`config.mk`:
```
export PLATFORM = sky130hd
export DESIGN_NAME = capture_writer
export DESIGN_NICKNAME = d
export VERILOG_FILES = /design/src/rtl/capture_writer.sv
export SDC_FILE = /design/constraint.sdc
export NUM_CORES = 2
export LEC_CHECK = 0
export CORE_MARGIN = 2
export CORE_UTILIZATION = 58
export CTS_BUF_LIST = sky130_fd_sc_hd__clkbuf_8
export CTS_CLUSTER_DIAMETER = 30
export DETAILED_ROUTE_END_ITERATION = 12
export MAX_ROUTING_LAYER = met4
export PLACE_DENSITY_LB_ADDON = 0.05
export SKIP_CTS_REPAIR_TIMING = 1
export SYNTH_ARGS = -nofsm -noshare
export SYNTH_HDL_FRONTEND = slang
export SYNTH_SLANG_ARGS = --single-unit
```
`constraint.sdc`:
```
create_clock -name clk -period 10.47 [get_ports clk]
set_clock_uncertainty 0.05 [all_clocks]
set_input_delay 2.094 -clock clk [delete_from_list [all_inputs] [get_ports clk]]
set_output_delay 2.094 -clock clk [all_outputs]
set_load 0.01 [all_outputs]
```
`src/rtl/capture_writer.sv`:
```
// ---------------------------------------------------------------------------
// capture_writer
//   Buffers 256-bit compressed words in a small FIFO and writes them to
//   memory as Avalon-MM bursts. The destination is a region
//   [base_addr, limit_addr) of word addresses. It is used either as a
//   circular buffer (wrap_en=1) or as a one-shot region (wrap_en=0).
//
// Ports
//   clk, rst_n         : clock and asynchronous active-low reset
//   start / stop       : single-cycle pulses that arm and end a capture
//   wrap_en, base_addr,
//   limit_addr         : region setup, sampled on an accepted start
//   in_valid, in_data  : source words (no backpressure, dropped when full)
//   avm_*              : Avalon-MM burst write master
//   busy, done         : capture status
//   overflow, wrapped  : sticky event flags, cleared on start
//   words_written      : beats completed since the last start
// ---------------------------------------------------------------------------
module capture_writer #(
  parameter int FIFO_DEPTH = 16,
  parameter int BURST_LEN  = 8,
  parameter int ADDR_W     = 32
) (
  input  logic              clk,
  input  logic              rst_n,
  input  logic              start,
  input  logic              stop,
  input  logic              wrap_en,
  input  logic [ADDR_W-1:0] base_addr,
  input  logic [ADDR_W-1:0] limit_addr,
  input  logic              in_valid,
  input  logic [255:0]      in_data,
  output logic [ADDR_W-1:0] avm_address,
  output logic              avm_write,
  output logic [255:0]      avm_writedata,
  output logic [3:0]        avm_burstcount,
  input  logic              avm_waitrequest,
  output logic              busy,
  output logic              done,
  output logic              overflow,
  output logic              wrapped,
  output logic [63:0]       words_written
);

  localparam int PW = $clog2(FIFO_DEPTH);
  localparam int CW = $clog2(FIFO_DEPTH + 1);

  typedef enum logic [2:0] {
    S_IDLE  = 3'd0,
    S_RUN   = 3'd1,
    S_BURST = 3'd2,
    S_FLUSH = 3'd3,
    S_DONE  = 3'd4
  } state_t;

  state_t r_state;
  state_t w_state_next;

  // Region and capture control registers
  logic [ADDR_W-1:0] r_base;
  logic [ADDR_W-1:0] r_limit;
  logic              r_wrap;
  logic [ADDR_W-1:0] r_ptr;
  logic [3:0]        r_len;
  logic [3:0]        r_beat;
  logic              r_stop_pend;
  logic              r_overflow;
  logic              r_wrapped;
  logic [63:0]       r_words;

  // FIFO storage and pointers
  logic [255:0]      r_mem [FIFO_DEPTH];
  logic [PW-1:0]     r_rd;
  logic [PW-1:0]     r_wr;
  logic [CW-1:0]     r_count;

  logic [ADDR_W-1:0] w_room;
  logic [ADDR_W-1:0] w_cap;
  logic [ADDR_W-1:0] w_len_full;
  logic [3:0]        w_len;
  logic              w_burst_ready;
  logic              w_pop;
  logic              w_last_beat;
  logic [ADDR_W-1:0] w_ptr_end;
  logic              w_hit_limit;
  logic              w_full;
  logic              w_accept;
  logic              w_push;
  logic              w_drop;
  logic              w_start;
  logic              w_stop;
  logic              w_burst_go;
  logic              w_enter_done;

  // Burst sizing: never past the region end, never more than is buffered.
  // w_cap is the largest burst the current pointer allows. RUN launches as
  // soon as that much is buffered, so a short tail burst just below
  // limit_addr does not wait for BURST_LEN words that could not be written
  // there anyway.
  always_comb begin
    w_room = r_limit - r_ptr;
    w_cap  = ADDR_W'(BURST_LEN);
    if (w_room < w_cap) begin
      w_cap = w_room;
    end
    w_len_full = w_cap;
    if (ADDR_W'(r_count) < w_len_full) begin
      w_len_full = ADDR_W'(r_count);
    end
    w_len         = w_len_full[3:0];
    w_burst_ready = (ADDR_W'(r_count) >= w_cap);
  end

  assign w_pop       = (r_state == S_BURST) && !avm_waitrequest;
  assign w_last_beat = w_pop && (r_beat == (r_len - 4'd1));
  assign w_ptr_end   = r_ptr + ADDR_W'(r_len);
  assign w_hit_limit = (w_ptr_end == r_limit);
  assign w_full      = (r_count == CW'(FIFO_DEPTH));

  // Input is taken only while capturing and not yet stopped. The stop cycle
  // itself still pushes, because r_stop_pend only rises after it.
  assign w_accept = ((r_state == S_RUN) || (r_state == S_BURST)) && !r_stop_pend;
  // A pop in the same cycle frees a slot, so a full FIFO still accepts.
  assign w_push   = in_valid && w_accept && (!w_full || w_pop);
  assign w_drop   = in_valid && w_accept && w_full && !w_pop;
  assign w_start  = start && ((r_state == S_IDLE) || (r_state == S_DONE));
  assign w_stop   = stop && ((r_state == S_RUN) || (r_state == S_BURST));

  assign w_burst_go   = (r_state != S_BURST) && (w_state_next == S_BURST);
  assign w_enter_done = (r_state == S_BURST) && (w_state_next == S_DONE);

  always_ff @(posedge clk or negedge rst_n) begin
    if (!rst_n) begin
      r_state <= S_IDLE;
    end else begin
      r_state <= w_state_next;
    end
  end

  // Next state and bus outputs. The bus outputs decode the state register
  // directly, so an asserted reset drops avm_write without waiting for a clock.
  always_comb begin
    w_state_next   = r_state;
    avm_write      = 1'b0;
    avm_address    = '0;
    avm_burstcount = '0;
    avm_writedata  = '0;
    busy           = 1'b0;
    done           = 1'b0;
    case (r_state)
      S_IDLE, S_DONE: begin
        done = (r_state == S_DONE);
        if (w_start) begin
          w_state_next = S_RUN;
        end
      end
      S_RUN: begin
        busy = 1'b1;
        if (stop) begin
          w_state_next = S_FLUSH;
        end else if (w_burst_ready) begin
          w_state_next = S_BURST;
        end
      end
      S_BURST: begin
        busy           = 1'b1;
        avm_write      = 1'b1;
        avm_address    = r_ptr;
        avm_burstcount = r_len;
        avm_writedata  = r_mem[r_rd];
        if (w_last_beat) begin
          if (w_hit_limit && !r_wrap) begin
            w_state_next = S_DONE;
          end else if (r_stop_pend || stop) begin
            w_state_next = S_FLUSH;
          end else begin
            w_state_next = S_RUN;
          end
        end
      end
      S_FLUSH: begin
        busy = 1'b1;
        if (r_count == '0) begin
          w_state_next = S_DONE;
        end else begin
          w_state_next = S_BURST;
        end
      end
      default: begin
        w_state_next = S_IDLE;
      end
    endcase
  end

  // Capture control, pointer and status registers
  always_ff @(posedge clk or negedge rst_n) begin
    if (!rst_n) begin
      r_base      <= '0;
      r_limit     <= '0;
      r_wrap      <= 1'b0;
      r_ptr       <= '0;
      r_len       <= '0;
      r_beat      <= '0;
      r_stop_pend <= 1'b0;
      r_overflow  <= 1'b0;
      r_wrapped   <= 1'b0;
      r_words     <= '0;
    end else if (w_start) begin
      r_base      <= base_addr;
      r_limit     <= limit_addr;
      r_wrap      <= wrap_en;
      r_ptr       <= base_addr;
      r_stop_pend <= 1'b0;
      r_overflow  <= 1'b0;
      r_wrapped   <= 1'b0;
      r_words     <= '0;
    end else begin
      if (w_stop) begin
        r_stop_pend <= 1'b1;
      end
      if (w_drop) begin
        r_overflow <= 1'b1;
      end
      if (w_burst_go) begin
        r_len  <= w_len;
        r_beat <= '0;
      end
      if (w_pop) begin
        r_words <= r_words + 64'd1;
        r_beat  <= r_beat + 4'd1;
      end
      if (w_last_beat) begin
        if (w_hit_limit && r_wrap) begin
          r_ptr     <= r_base;
          r_wrapped <= 1'b1;
        end else begin
          r_ptr <= w_ptr_end;
        end
      end
    end
  end

  // FIFO pointers; emptied on start and when a one-shot region fills up
  always_ff @(posedge clk or negedge rst_n) begin
    if (!rst_n) begin
      r_rd    <= '0;
      r_wr    <= '0;
      r_count <= '0;
    end else if (w_start || w_enter_done) begin
      r_rd    <= '0;
      r_wr    <= '0;
      r_count <= '0;
    end else begin
      if (w_push) begin
        r_wr <= r_wr + PW'(1);
      end
      if (w_pop) begin
        r_rd <= r_rd + PW'(1);
      end
      if (w_push && !w_pop) begin
        r_count <= r_count + CW'(1);
      end else if (w_pop && !w_push) begin
        r_count <= r_count - CW'(1);
      end
    end
  end

  // Storage array has no reset; only slots behind r_wr are ever read
  always_ff @(posedge clk) begin
    if (w_push) begin
      r_mem[r_wr] <= in_data;
    end
  end

  assign overflow      = r_overflow;
  assign wrapped       = r_wrapped;
  assign words_written = r_words;

endmodule

```
==> summary.txt <==
Placed inst area = 179000 sq um
WP data required = 11440 ps
Critical path startpoint category = flip-flop
DIE AREA = 293000 sq um
RSZ-0062 raised after global routing = no
Minimum clock period = 7720 ps
Initial antenna violation count = 93
Residual DRC count = 0
CTS Buf Count = 776
Synth Area per Inst = 22.2 sq um
PnR worst setup slack = 2750 ps
Peak VDD IR = 0.263 mV
Arr. time, crit path = 8690 ps
CTS tree = yes
Synth async-reset ratio = 4.39%
Num ports = 688
CP endpoint kind = flip-flop
Area of the core = 288000 sq um
Dpl ws = 2850 ps
HPWL after detailed placement = 216000 microns
Aggregate global routing overflow = 0
Clock buffer depth = 4
Die width = 541 microns
Yosys warnings = 0
Routability cong. = 0.938
Pwr dens = 249 nW/um^2
Crit path max fanout = 10
Vias/cell = 6.28
Max Slew Vio Count = 0
EDFF count, synth = 4096
Routed len/inst = 31.3 microns
H-Tree Depth = 6
Root Driver = clkbuf_8
Static Leak = 0.0630 uW
Worst r2r path cells = 23
Synth area leaders = edfxtp_1 73%, mux4_2 17%, dfrtp_1 2.8%, and2_1 1.1%, nand2_1 0.60%
Commonest non-fill, non-tap cell in the layout = edfxtp_1
Total of max-cap violations = 0
CP peak stage delay = 980 ps
CTS clk-pin slew, worst paths = 60 ps
Most frequent cells in the layout = 4096 x edfxtp_1, 1280 x mux4_2, 790 x clkbuf_8
Worst Path Buf+Inv = 0
Most frequent CP cell = a21oi_1
Initial DRT Pass Iterations = 5
Worst Hold Depth = 2
Area growth syn-to-layout = 16.9%
Top-area cell type share of the netlist area = 73.5%
I/O Buffers = 687
Critical-path top delay cell = a2111oi_0
Sequential share of the synthesized area = 76.3%
Initial Utilization = 58.2%
Worst relative slew slack = 21.5%
Hold Path Class = flip-flop to flip-flop
First-pass GRT wire length = 599000 microns
Worst Setup Path Type = flip-flop to flip-flop
Vias in the first global route = 85600
CP cell instances = ha_1 > fa_1 > and2b_1 > o2111ai_1 > a2111oi_0 > o21ai_0 > a21oi_1 > mux2_2 > nand3_1 > a2111oi_2 > nand4b_1 > or2_2 > ha_1 > nor2b_1 > o21a_1 > o21ai_0 > nand2b_1 > a21oi_1 > a21oi_1 > o31ai_1 > nor2_1 > a31o_2 > a21o_1
Stages on the worst setup path = 23
Status = finished, final reports clean
Antenna Violating Nets Remaining = 0
DR iter-0 viols = 8480
Vias = 83100
Fin. Hold Viols = 0
Routed wire length = 414000 microns
Synth cell types = 78
Clock Latency Late Sink = 1160 ps
Final Cycle Share = 73.7%
Post-Syn Instances = 7531
Share of layout cells above drive strength 1 = 27.4%
Post-synth top area cell = edfxtp_1
Post-route design area = 196000 sq um
F_max = 130 MHz
Total negative slack = 0 ps
Top FF cell, synth = edfxtp_1
Syn_nets = 7912
Setup violators final = 0
Die H = 541 microns
Largest net degree at the start of global routing = 155
Worst-margin pin slew = 1180 ps
Area of the mapped netlist = 167000 sq um
CP top delay family = compound AO/OA/AOI/OAI gates
CTS sink count = 4284
Core Rows = 197
Yosys reg bits = 4284
GR Util All Layers = 29.3%
Net count, final = 9119
final timing paths:
kind	startpoint	to	slack [ps]
setup / recovery	r_ptr[0]	r_len[3]	2750
hold / removal	r_base[18]	r_base[18]	420
setup reg to reg	r_ptr[0]	r_len[3]	2750
hold reg to reg	r_base[18]	r_base[18]	420
max in group asynchronous	rst_n	r_rd[2]	7800
min in group asynchronous	rst_n	r_base[24]	880
synthesized netlist by cell type (13+ instances only):
library cell  number
edfxtp_1        4096
mux4_2          1280
and2_1           286
nand2_1          269
clkbuf_1         264
dfrtp_1          188
nor2_1           159
buf_1            113
a21oi_1           82
xnor2_1           79
inv_1             75
o21ai_0           70
nand3_1           56
xor2_1            53
ha_1              51
nand4_1           34
nor3_1            33
or3_1             28
and3_1            25
o21ai_1           20
a21o_1            18
o22ai_1           18
nor4_1            17
o21a_1            16
mux2i_1           13
metrics by stage:
stage	hold WS, ps	util, %	power [uW]	std cells
floorplan	391	-	28300	7531
global placement	411	62.3	32700	11700
detailed placement	413	62.3	32700	11700
CTS	428	68.0	49100	13200
global route	451	68.1	50600	13200
finish	423	68.1	48700	13200
kinds of logic after synthesis:
group	share of synthesized area, %
other cells	0.00224
flops	76.3
fa+ha+maj	0.417
xor+xnor	0.704
mux	17.3
buf+inv	1.05
simple gates	2.99
compound gates	1.22
flip-flops by register name, indices dropped and copies added, names as in the netlist:
register and count:
wrapped 1, r_mem 4096, words_written 64, r_wrap 1, r_ptr 32, r_rd 4
r_state 3, r_stop_pend 1, overflow 1, r_len 4, r_count 5, r_wr 4
r_beat 4, r_base 32, r_limit 32
routing by layer:
layer | GRT usage, % | share of wire [%] | wire length, microns
met1 | 41.1 | 41 | 168000
met2 | 44.1 | 48 | 199000
met3 | 6.73 | 9.2 | 38000
met4 | 8.02 | 2.3 | 9490
met5 | - | 0 | 0
tightest hold or removal path, cell delays in order, from the launching register on:
cell	delay (ps)
dfrtp_1	330
nand2_1	50
nand2_1	60
cell type report:
type	instances	area [sq um]
Inverter	75	289
Antenna cell	72	180
Clock buffer	790	10900
Multi-Input combinational cell	2783	38000
Tap cell	3781	4730
Fill cell	18200	91900
Timing Repair Buffer	818	8440
Clock inverter	622	5530
Sequential cell	4284	128000
power by group:
| part | total [uW] | switching, uW | internal [uW] |
|---|---|---|---|
| Sequential | 19900 | 455 | 19400 |
| Combinational | 12400 | 6330 | 6080 |
| Clock | 16400 | 7110 | 9270 |
| Total | 48700 | 13900 | 34800 |
(Power assumes the default switching activity.)
